## config.mk

```make
export PLATFORM = sky130hd
export DESIGN_NAME = exponent_adder_serial
export DESIGN_NICKNAME = d
export VERILOG_FILES = /design/src/rtl/exponent_adder_serial.sv
export SDC_FILE = /design/constraint.sdc
export NUM_CORES = 1
export LEC_CHECK = 0
export CORE_MARGIN = 2
export CORE_UTILIZATION = 40
export CTS_CLUSTER_DIAMETER = 200
export DETAILED_ROUTE_END_ITERATION = 10
export HOLD_SLACK_MARGIN = 0.1
export MAX_ROUTING_LAYER = met4
export PLACE_DENSITY = 0.65
export SKIP_CTS_REPAIR_TIMING = 1
export SLEW_MARGIN = 15
export SYNTH_ARGS = -nofsm -noshare
export SYNTH_HDL_FRONTEND = slang
export SYNTH_SLANG_ARGS = --single-unit
export TNS_END_PERCENT = 10
```

## constraint.sdc

```tcl
create_clock -name clk -period 5.35 [get_ports clk]
set_input_delay 0.535 -clock clk [delete_from_list [all_inputs] [get_ports clk]]
set_output_delay 0.535 -clock clk [all_outputs]
set_load 0.05 [all_outputs]
```

## src/rtl/exponent_adder_serial.sv

```systemverilog
// -----------------------------------------------------------------------------
// exponent_adder_serial
//
// Bit-serial adder for two biased floating-point exponents. One operand pair
// is accepted in IDLE. The pair is then added one bit per clock, LSB first,
// over EXP_W cycles in ADD. The result is held in DONE until the downstream
// bias subtractor takes it. A flag marks pairs where either exponent is
// all-zeros (zero/denormal) or all-ones (inf/NaN), so downstream logic can
// bypass normal handling.
//
// Ports
//   clk        : single clock, rising edge
//   rst_n      : asynchronous active-low reset
//   in_valid   : an operand pair is presented on exp_a / exp_b
//   in_ready   : block is idle and can accept a pair
//   exp_a      : biased exponent of operand A   [EXP_W-1:0]
//   exp_b      : biased exponent of operand B   [EXP_W-1:0]
//   out_valid  : sum / special are valid (DONE state)
//   out_ready  : downstream accepts the result
//   sum        : exp_a + exp_b, carry in MSB   [EXP_W:0]
//   special    : either captured exponent was all-zeros or all-ones
//   busy       : FSM is not in IDLE
// -----------------------------------------------------------------------------
module exponent_adder_serial #(
  parameter int EXP_W = 8
) (
  input  logic             clk,
  input  logic             rst_n,
  input  logic             in_valid,
  output logic             in_ready,
  input  logic [EXP_W-1:0] exp_a,
  input  logic [EXP_W-1:0] exp_b,
  output logic             out_valid,
  input  logic             out_ready,
  output logic [EXP_W:0]   sum,
  output logic             special,
  output logic             busy
);

  localparam int CNT_W = (EXP_W > 1) ? $clog2(EXP_W) : 1;
  localparam logic [CNT_W-1:0] LAST_BIT = CNT_W'(EXP_W - 1);

  typedef enum logic [1:0] {
    IDLE = 2'd0,
    ADD  = 2'd1,
    DONE = 2'd2
  } state_t;

  state_t state, state_nx;

  logic [EXP_W-1:0] a_q, b_q;
  logic [EXP_W:0]   sum_q;
  logic [CNT_W-1:0] cnt;
  logic             carry;
  logic             special_q;

  logic accept;
  logic last_bit;
  logic fa_sum, fa_carry;
  logic special_in;

  assign accept   = in_valid && (state == IDLE);
  assign last_bit = (cnt == LAST_BIT);

  // One full-adder slice, applied to the bit selected by cnt.
  assign fa_sum   = a_q[cnt] ^ b_q[cnt] ^ carry;
  assign fa_carry = (a_q[cnt] & b_q[cnt]) | (carry & (a_q[cnt] ^ b_q[cnt]));

  assign special_in = (exp_a == '0) || (exp_a == '1) ||
                      (exp_b == '0) || (exp_b == '1);

  // ---------------------------------------------------------------------------
  // FSM: state register
  // ---------------------------------------------------------------------------
  // NOTE: sequential state is always assigned with <=. Every flop then
  // samples the pre-edge values, so the order of statements does not matter.
  always_ff @(posedge clk or negedge rst_n) begin
    if (!rst_n) state <= IDLE;
    else        state <= state_nx;
  end

  // ---------------------------------------------------------------------------
  // FSM: next-state logic
  // ---------------------------------------------------------------------------
  // NOTE: the default assignment at the top keeps this block free of latches
  // on every path through the case.
  always_comb begin
    state_nx = state;
    unique case (state)
      IDLE:    if (in_valid)  state_nx = ADD;
      ADD:     if (last_bit)  state_nx = DONE;
      DONE:    if (out_ready) state_nx = IDLE;
      default:                state_nx = IDLE;
    endcase
  end

  // ---------------------------------------------------------------------------
  // FSM: outputs (Moore)
  // ---------------------------------------------------------------------------
  always_comb begin
    in_ready  = (state == IDLE);
    out_valid = (state == DONE);
    busy      = (state != IDLE);
  end

  // ---------------------------------------------------------------------------
  // Operand registers
  // ---------------------------------------------------------------------------
  // NOTE: the operand copies have no reset. They are always loaded at capture
  // before anything reads them, so a reset would only add routing.
  always_ff @(posedge clk) begin
    if (accept) begin
      a_q <= exp_a;
      b_q <= exp_b;
    end
  end

  // ---------------------------------------------------------------------------
  // Serial datapath
  // ---------------------------------------------------------------------------
  always_ff @(posedge clk or negedge rst_n) begin
    if (!rst_n) begin
      sum_q     <= '0;
      special_q <= 1'b0;
      carry     <= 1'b0;
      cnt       <= '0;
    end else if (accept) begin
      sum_q     <= '0;
      special_q <= special_in;
      carry     <= 1'b0;
      cnt       <= '0;
    end else if (state == ADD) begin
      sum_q[cnt] <= fa_sum;
      carry      <= fa_carry;
      cnt        <= cnt + CNT_W'(1);
      // The final carry-out becomes the MSB, so the sum can never overflow.
      if (last_bit) sum_q[EXP_W] <= fa_carry;
    end
  end

  assign sum     = sum_q;
  assign special = special_q;

endmodule

```

==> key figures <==
Run status
  – Outcome: complete, no violations

Clocking
  – CTS buffer count: 5
  – Max H-tree Level: 2
  – CTS Sinks: 32
  – CTS tree: built
  – Worst skew pair latency: 0.29 ns
  – Max Root-Sink Buffers: 2
  – Clock-pin slew on the worst setup and hold paths: 0.07 ns
  – Root Buffer: clkbuf_8

Critical path
  – CP Max Fanout: 17
  – WP data arrival: 2.83 ns
  – R2r setup slk: 2.75 ns
  – CP Class: register to register
  – CP endpoint kind: register
  – Required @ worst endpoint: about 5.6 ns
  – CP startpoint kind: register

Synthesis
  – Compound-gate portion of the synthesized area: 0.132
  – Synth unique cells: 32
  – Syn_area_per_cell: 12.4 um2
  – Seq/Total Area, Yosys: 0.576
  – Synth warn: 0
  – Main combinational cell family by area after synthesis: compound AO/OA/AOI/OAI gates
  – Xor/xnor cell area share of the yosys netlist: 0
  – FF+latch count, synth: 32
  – Mapped Area: approximately 0.0015 mm2
  – Synth Area in Simple Gates: 0.129
  – Synth Instances: 123
  – Area share of fa/ha/maj cells after synthesis: 0.0294
  – Syn Nets: 146
  – Mux cell area share after synthesis: 0.0989

Detailed routing
  – Drt drc: 0
  – Vias: 1086
  – Vias per Instance: 5.30
  – 1st-iter DRT viols: 25
  – Post-Route WL: 2.89 mm
  – Drt first pass iters: 4
  – DR WL/cell: between 10 and 15 um
  – Final ANT Viol Nets: 0

STA
  – Tmin final: between 2 and 3 ns
  – Tightest Pin Transition: 0.921 ns
  – Period utilization: 0.486
  – Max frequency: 384 MHz
  – Setup TNS: 0 ns
  – Max Slew Vio Count: 0
  – Final Setup Violations: 0
  – RSZ-0062 raised after global routing: no
  – Max Clock Skew: approximately 0.0079 ns
  – Final hold vios: 0
  – Rel. slew slack: 0.385

Global route
  – Number of global-route vias before repair: ~1100
  – Largest net degree at the start of global routing: 18
  – Initial antenna violation count: 0
  – First-pass GRT wire length: 4.89 mm
  – GRT Resource Usage Total: 0.159
  – Total gr overflow: 0

Placed design
  – GPL Wtd Cong: 0.824
  – Final HPWL DP: 2.07 mm
  – Placed cell area: 0.00188 mm2
  – # port buffers: 32

Power and ir drop
  – Pwr Density: roughly 600 mW/mm2
  – Worst VDD drop: between 0.2 and 0.25 mV
  – Pleak: 0.000789 uW

Die
  – Initial core utilization: 0.418
  – IO Pins: 33
  – Die ar.: 0.00434 mm2
  – Core ar.: 0.00366 mm2
  – Rows: 22
  – DIE WIDTH: 65.9 um
  – Die Y: roughly 66 um

Finish
  – Diode count: 0
  – Area Overhead vs Synth: 29.5%
  – Share of post-route cells with drive strength above 1: 0.0637
  – # fillers: 321
  – Nets: 179
  – Post-route cell area: 0.00198 mm2
  – Final core utilization: 0.541

Worst hold path
  – Hold Path Class: register to register

Flow run
  – Max_cap viols: 0
state kept, by name, indices dropped and copies added (netlist names):
| register | flops |
|---|---|
| cnt | 3 |
| special | 1 |
| a_q | 8 |
| state | 2 |
| carry | 1 |
| b_q | 8 |
| sum | 9 |
per-stage QoR:
stage               cells  worst slack, ns  total power (uW)  hold WS [ns]
floorplan             123             3.02               830         0.239
global placement      197             2.81               962         0.509
detailed placement    197             2.75               978         0.520
CTS                   205             2.71              1210         0.536
global route          205             2.52              1280         0.556
finish                205             2.75              1190         0.528
per-layer routing:
layer  routed length (um)  vias to the layer above  GRT usage
li1                     -                      535          -
met1                 1300                      520      0.185
met2                 1410                       25      0.247
met3                  129                        6     0.0562
met4                   46                        0     0.0703
met5                    0                        -          -
area by class of cell:
type	count	area, um2	share of cell area
clock buffers	5	68.8	0.0347
clock inverters	3	37.5	0.0189
flip-flops and latches	32	881	0.444
well taps	48	60.1	0.0303
repair buffers	32	320	0.162
multi-input cells	80	596	0.301
inverters	5	18.8	0.00947
worst max-delay path, stage by stage, from the launching register on:
cell	delay, ns
dfrtp_1	0.69
mux2i_1	0.26
o32ai_1	0.11
a211o_1	0.26
fa_1	0.50
nor2b_1	0.37
mux2_2	0.24
a22o_1	0.11
synth_stat cells, drive strengths merged:
cell | instances | share of area
nand3 | 4 | 0.013
clkbuf | 2 | 0.0049
mux2 | 9 | 0.066
nand4 | 4 | 0.016
nor2 | 8 | 0.020
o21ai | 3 | 0.0098
nor2b | 3 | 0.012
edfxtp | 16 | 0.31
and3 | 2 | 0.0082
nor3b | 1 | 0.0049
o32ai | 1 | 0.0057
nand2b | 1 | 0.0090
o211ai | 1 | 0.0049
inv | 5 | 0.012
a211o | 1 | 0.0057
a22o | 14 | 0.080
nand2 | 5 | 0.012
o21bai | 1 | 0.0049
nor3 | 1 | 0.0033
mux2i | 5 | 0.033
nand3b | 2 | 0.0098
nor4 | 4 | 0.016
ha | 2 | 0.016
dfrtp | 16 | 0.26
buf | 4 | 0.018
or2 | 1 | 0.0041
a31oi | 1 | 0.0041
fa | 1 | 0.013
a21oi | 5 | 0.016
power breakdown:
| part | switching (uW) | internal (uW) | total, uW |
|---|---|---|---|
| clock | 90.3 | 136 | 226 |
| sequential | 94.4 | 330 | 424 |
| combinational | 299 | 244 | 544 |
| total | 484 | 710 | 1190 |
cells in the final DEF, fill, tap and decap left out, drive strengths merged:
| cell | Yosys | final |
|---|---|---|
| o211ai | 1 | 1 |
| mux2i | 5 | 5 |
| bufinv | 0 | 1 |
| clkinv | 0 | 2 |
| nor3 | 1 | 1 |
| nand3 | 4 | 4 |
| clkbuf | 2 | 5 |
| a31oi | 1 | 1 |
| mux2 | 9 | 9 |
| o21ai | 3 | 3 |
| a22o | 14 | 14 |
| nor4 | 4 | 4 |
| nand2b | 1 | 1 |
| ha | 2 | 2 |
| nand3b | 2 | 2 |
| inv | 5 | 5 |
| and3 | 2 | 2 |
| nor2 | 8 | 8 |
| or2 | 1 | 1 |
| nand4 | 4 | 4 |
| nor3b | 1 | 1 |
| fa | 1 | 1 |
| nand2 | 5 | 5 |
| nor2b | 3 | 3 |
| a211o | 1 | 1 |
| dfrtp | 16 | 16 |
| edfxtp | 16 | 16 |
| o32ai | 1 | 1 |
| o21bai | 1 | 1 |
| clkdlybuf4s50 | 0 | 32 |
| a21oi | 5 | 5 |
kinds of logic after synthesis:
kind of cell	count (synthesis)
buf+inv	11
mux	14
flops	32
simple gates	36
fa+ha+maj	3
compound gates	27
final timing paths:
check,from,cells past startpoint,endpoint
setup / recovery,cnt[2]$_DFFE_PN0P_,7,sum[2]$_DFFE_PN0P_
hold / removal,sum[7]$_DFFE_PN0P_,1,sum[7]$_DFFE_PN0P_
setup reg to reg,cnt[2]$_DFFE_PN0P_,7,sum[2]$_DFFE_PN0P_
hold reg to reg,sum[7]$_DFFE_PN0P_,1,sum[7]$_DFFE_PN0P_
max in group asynchronous,rst_n,1,special$_DFFE_PN0P_
min in group asynchronous,rst_n,1,sum[1]$_DFFE_PN0P_
Note: power is estimated with default switching activity, not from simulation.
